`config.mk`:
```
export PLATFORM = sky130hd
export DESIGN_NAME = sdram_rom_reader
export DESIGN_NICKNAME = d
export VERILOG_FILES = /design/src/rtl/xain_pkg.sv /design/src/rtl/sdram_rom_reader.sv
export SDC_FILE = /design/constraint.sdc
export NUM_CORES = 1
export LEC_CHECK = 0
export CORE_MARGIN = 2
export CORE_UTILIZATION = 53
export DETAILED_ROUTE_END_ITERATION = 16
export PLACE_DENSITY = 0.8
export SKIP_CTS_REPAIR_TIMING = 1
export SLEW_MARGIN = 20
export SYNTH_ARGS = -nofsm -noshare
export SYNTH_HDL_FRONTEND = slang
export SYNTH_SLANG_ARGS = --single-unit
```
`constraint.sdc`:
```
create_clock -name clk -period 2.8 [get_ports clk]
set_clock_uncertainty 0.15 [all_clocks]
set_input_delay 0.42 -clock clk [delete_from_list [all_inputs] [get_ports clk]]
set_output_delay 0.42 -clock clk [all_outputs]
set_load 0.02 [all_outputs]
```
`src/rtl/xain_pkg.sv`:
```
// Shared definitions for the SDRAM ROM download/readback paths.
package xain_pkg;

  // Byte-address width of the SDRAM ch3 port, shared with rom_loader
  localparam int unsigned SDR_BYTE_ADDR_W = 25;

  typedef enum logic [2:0] {
    IDLE,
    REQ,
    WAIT,
    EMIT_LO,
    EMIT_HI,
    FIN
  } rom_reader_state_t;

endpackage

```
`src/rtl/sdram_rom_reader.sv`:
```
// sdram_rom_reader: walks a byte range of SDRAM over the 16-bit ch3 read channel
// and emits it as a valid/ready byte stream (ROM verify / upload).
// Optional feature: define ROM_READER_CHECKSUM_EN to enable the running byte sum.
module sdram_rom_reader
  import xain_pkg::*;
#(
  parameter int unsigned ADDR_W      = SDR_BYTE_ADDR_W,
  parameter int unsigned LEN_W       = 24,
  parameter int unsigned TIMEOUT_CYC = 1023
) (
  input  logic              clk,
  input  logic              reset,
  input  logic              start,
  input  logic [ADDR_W-1:0] base_addr,
  input  logic [LEN_W-1:0]  length,
  output logic              busy,
  output logic              done,
  output logic              error,
  output logic [ADDR_W-1:0] sdr_addr,
  output logic              sdr_req,
  input  logic [15:0]       sdr_dout,
  input  logic              sdr_rdy,
  output logic [7:0]        out_data,
  output logic [ADDR_W-1:0] out_addr,
  output logic              out_valid,
  input  logic              out_ready,
  output logic [15:0]       checksum
);

  localparam int unsigned TMO_W = $clog2(TIMEOUT_CYC + 1);

  rom_reader_state_t  state;
  logic [ADDR_W-1:0]  ptr;
  logic [LEN_W-1:0]   remaining;
  logic [15:0]        word;
  logic [TMO_W-1:0]   tmo;
  logic               handshake_c;
  logic               last_byte_c;

  assign handshake_c = out_valid & out_ready;
  assign last_byte_c = (remaining == LEN_W'(1));

  // Transfer sequencer: request a word, wait for it, serialize its bytes
  always_ff @(posedge clk) begin
    if (reset) begin
      state     <= IDLE;
      busy      <= 1'b0;
      done      <= 1'b0;
      error     <= 1'b0;
      sdr_addr  <= '0;
      sdr_req   <= 1'b0;
      out_data  <= '0;
      out_addr  <= '0;
      out_valid <= 1'b0;
      ptr       <= '0;
      remaining <= '0;
      word      <= '0;
      tmo       <= '0;
    end else begin
      done <= 1'b0;
      case (state)
        IDLE: begin
          busy <= 1'b0;
          if (start) begin
            busy      <= 1'b1;
            error     <= 1'b0;
            remaining <= length;
            out_addr  <= base_addr;
            ptr       <= {base_addr[ADDR_W-1:1], 1'b0};
            if (length == '0) begin
              done  <= 1'b1;
              state <= FIN;
            end else begin
              state <= REQ;
            end
          end
        end
        REQ: begin
          sdr_addr <= ptr;
          sdr_req  <= 1'b1;
          tmo      <= '0;
          state    <= WAIT;
        end
        WAIT: begin
          tmo <= tmo + TMO_W'(1);
          if (sdr_rdy) begin
            word    <= sdr_dout;
            sdr_req <= 1'b0;
            state   <= EMIT_LO;
          end else if (tmo == TMO_W'(TIMEOUT_CYC - 1)) begin
            sdr_req <= 1'b0;
            error   <= 1'b1;
            done    <= 1'b1;
            state   <= FIN;
          end
        end
        EMIT_LO: begin
          if (!out_valid) begin
            // First presentation of this word; an odd byte address skips the low half
            out_valid <= 1'b1;
            if (out_addr[0]) begin
              out_data <= word[15:8];
              state    <= EMIT_HI;
            end else begin
              out_data <= word[7:0];
            end
          end else if (out_ready) begin
            out_addr  <= out_addr + ADDR_W'(1);
            remaining <= remaining - LEN_W'(1);
            if (last_byte_c) begin
              out_valid <= 1'b0;
              done      <= 1'b1;
              state     <= FIN;
            end else begin
              out_data <= word[15:8];
              state    <= EMIT_HI;
            end
          end
        end
        EMIT_HI: begin
          if (out_ready) begin
            out_valid <= 1'b0;
            out_addr  <= out_addr + ADDR_W'(1);
            remaining <= remaining - LEN_W'(1);
            if (last_byte_c) begin
              done  <= 1'b1;
              state <= FIN;
            end else begin
              // Issue the next word request directly to keep the stream dense
              ptr      <= ptr + ADDR_W'(2);
              sdr_addr <= ptr + ADDR_W'(2);
              sdr_req  <= 1'b1;
              tmo      <= '0;
              state    <= WAIT;
            end
          end
        end
        FIN: begin
          busy  <= 1'b0;
          state <= IDLE;
        end
        default: state <= IDLE;
      endcase
    end
  end

`ifdef ROM_READER_CHECKSUM_EN
  // Running byte sum of every byte accepted by the consumer
  always_ff @(posedge clk) begin
    if (reset) begin
      checksum <= '0;
    end else if (state == IDLE && start) begin
      checksum <= '0;
    end else if (handshake_c) begin
      checksum <= checksum + 16'(out_data);
    end
  end
`else
  assign checksum = 16'h0000;
`endif

endmodule
```
==> impl_metrics.csv <==
group,metric,value,unit
outcome,status,"finished, final reports clean",
cells_and_area,diodes,0,
detailed_routing,drt-total-wl,23.1,mm
global_route,grt_use_total,28.2,%
detailed_routing,drtIter0Drc,884,
power_and_ir_drop,p_switching,0.00441,W
synth,ys_ff_latch,139,
synth,synthArstFlopShare,0,%
clock_tree,clock_sinks,139,
detailed_routing,detail-route-antenna-nets,0,
setup_path,r2r_cells,7,
setup_path,crit_top_cell,"nor4_4",
power_and_ir_drop,sw_frac_of_total,41.6,%
clock_tree,clk_path_buf_depth,2,
timing,timing.final.ws_setup,0.247,ns
power_and_ir_drop,power.share.clock,23.8,%
placed_design,dp_hpwl,15.9,mm
detailed_routing,wire_per_inst,17.3,um
setup_path,r2r_slack,0.25,ns
power_and_ir_drop,p_leak,3.57,nW
global_route,grt_start_max_net_pins,88,
global_route,grt_first_pass_wirelength,37.0,mm
setup_path,critPathMaxStageDelay,0.48,ns
power_and_ir_drop,powerDensity,1050,nW/um2
detailed_routing,vias,8150,
synth,ys_warn_count,0,
global_route,grt_overflow,0,
setup_path,crit_slowest_cell,"nor4_4",
synth,ys_types,75,
cells_and_area,drive_above_1_share,10.0,%
synth,synth_largest_area_cell,"dfxtp_1",
setup_path,reg2reg_to,"sdr_addr[23]",
setup_path,critPathKind,"reg2reg",
setup_path,reg2reg_from,"remaining[8]",
detailed_routing,drc,0,
synth,synthTopCellsByCount,"nand2_1, dfxtp_1, nor2_1",
setup_path,crit_arrival,2.68,ns
setup_path,required,2.93,ns
cells_and_area,synthToLayoutAreaGrowth,26.0,%
global_route,antenna_found_initial,0,
timing,max_slew_margin,45.5,%
synth,syn_area_per_cell,7.72,um2
floorplan,fp.dieArea,16100,um2
detailed_routing,viasPerCell,6.11,
placed_design,dp_slack,0.271,ns
cells_and_area,final_nets,1213,
floorplan,ioPinCount,149,
synth,synthTopCellsByArea,"dfxtp_1, nand2_1, a21oi_1",
floorplan,die_y,127,um
placed_design,io_buffers,131,
floorplan,rows,44,
detailed_routing,drt-pass1-iter-count,5,
floorplan,core_area,14600,um2
synth,synth_most_common_cell,"nand2_1",
synth,synth_cells,1035,
power_and_ir_drop,peakVddDrop,0.000508,V
power_and_ir_drop,internal_power,0.00619,W
synth,synth-main-ff-cell,"dfxtp_1",
clock_tree,clock_latency,0.42,ns
setup_path,critPathCapture,"sdr_addr[23]",
clock_tree,cts.htree.levels,4,
floorplan,start_util,54.6,%
synth,netlist.area_leader.share,34.8,%
synth,netlist_area,7990,um2
timing,drv_slew,0,
setup_path,critPathLaunch,"remaining[8]",
timing,fin_crit_sh,91.2,%
timing,fmax,392,MHz
timing,setup_viol,0,
setup_path,cp-start-kind,"flip-flop",
timing,fin_tns_setup,0,ns
setup_path,critPathMaxFanout,36,
timing,finalHoldViolCount,0,
setup_path,cp-end-kind,"flip-flop",
flow_run,maxCapViolCount,0,
min_path,hp-start,"reset",
synth,synth_edf_count,0,
clock_tree,tritoncts,"done",
clock_tree,clk_pin_slew_worst_paths,0.06,ns
setup_path,path_cells,"nor4_4, nand4_4, nor4_4, o21bai_4, buf_4, nor2_1, a211oi_2",
clock_tree,cts_inserted_buffers,17,
global_route,grt_pass1_vias,7423,
timing,rsz0062_at_grt,"no",
timing,tightestPinTransition,0.814,ns
floorplan,fp.dieW,127,um
clock_tree,cts_root_buf,"clkbuf_16",
power_and_ir_drop,pwr-share-seq,30.1,%
timing,post-route-min-period,2.55,ns
placed_design,place.gp.congestion,0.864,
synth,seq_area_frac_synth,34.8,%
min_path,min_path_type,"in2reg",
power_and_ir_drop,combPwrFrac,46.0,%
## cells in the final DEF, fill, tap and decap left out, types with 14 or more instances in the layout
cell	count
a211oi_1	17
a211oi_2	20
a21oi_1	88
a311oi_1	15
buf_4	29
clkbuf_16	17
clkdlybuf4s50_1	130
conb_1	17
dfxtp_1	139
inv_1	15
nand2_1	145
nand3_1	39
nand4_1	17
nor2_1	108
nor3_1	28
nor4_1	16
o21ai_0	69
o31ai_1	17
or3_1	14
## power groups by stage
stage | clock [W] | sequential [W] | combinational (W)
after global placement | 0 | 0.00320 | 0.00471
after detailed placement | 0 | 0.00321 | 0.00480
after floorplan | 0 | 0.00340 | 0.00307
after CTS | 0.00254 | 0.00318 | 0.00485
after global routing | 0.00264 | 0.00328 | 0.00532
final | 0.00253 | 0.00320 | 0.00488
## how the worst min path moves through the flow
stage	slack (ns)	cells after the start	end
3_5_place_dp	0.30	2	word[15]
5_1_grt	0.27	2	out_addr[11]
6_report	0.27	2	remaining[11]
4_1_cts	0.25	2	remaining[11]
2_1_floorplan	0.28	2	word[10]
3_3_place_gp	0.29	2	word[8]
## cells by family (layout without fill, tap and decap cells)
logic type                 count (synthesis)  count (layout)  share of synthesized area (%)
buffers and inverters                    112             211                           7.17
adders and majority gates                  6               6                          0.939
xor gates and xnor gates                  24              24                           2.63
AOI/OAI and AO/OA                        311             311                           26.4
other                                      1              17                         0.0469
muxes                                      3               3                          0.376
and+or+nand+nor                          439             439                           27.6
DFF                                      139             139                           34.8
## sequential cells by signal, summed over array words and instances (netlist names), 3 cells and up
name,cells
out_addr,25
remaining,24
out_data,8
ptr,24
word,16
tmo,10
sdr_addr,24
state,3
## cell type report
cell class / instances / area [um2]
clock buffer: 21 / 470
clock inverter: 11 / 190
fill: 1255 / 4580
inverter: 15 / 56.3
multi-input combinational: 800 / 4720
sequential: 139 / 2780
tap: 184 / 230
timing repair buffer: 164 / 1620
## through the flow
stage	util (%)	power, W	hold slack, ns	instance area (um2)	cells
floorplan	-	0.00647	0.283	8050	1051
global placement	64.2	0.00791	0.289	9410	1302
detailed placement	64.2	0.00802	0.296	9410	1302
CTS	68.7	0.0106	0.254	10100	1334
global route	68.7	0.0112	0.270	10100	1334
finish	68.7	0.0106	0.267	10100	1334
## worst max-delay path: cells and delay by family (launching register included)
kind,cells,cell delay (ns)
simple gates,4,1.41
compound gates,2,0.16
buf+inv,1,0.27
flops,1,0.40
## metal layers
| layer | global-route usage (%) | up-vias | share of wire [%] |
|---|---|---|---|
| li1 | - | 3946 | - |
| met1 | 36.0 | 3821 | 42 |
| met2 | 46.2 | 336 | 48 |
| met3 | 6.16 | 47 | 6.4 |
| met4 | 12.1 | 0 | 3.3 |
| met5 | 0 | - | 0 |
Power figures use the tool's default switching activity.
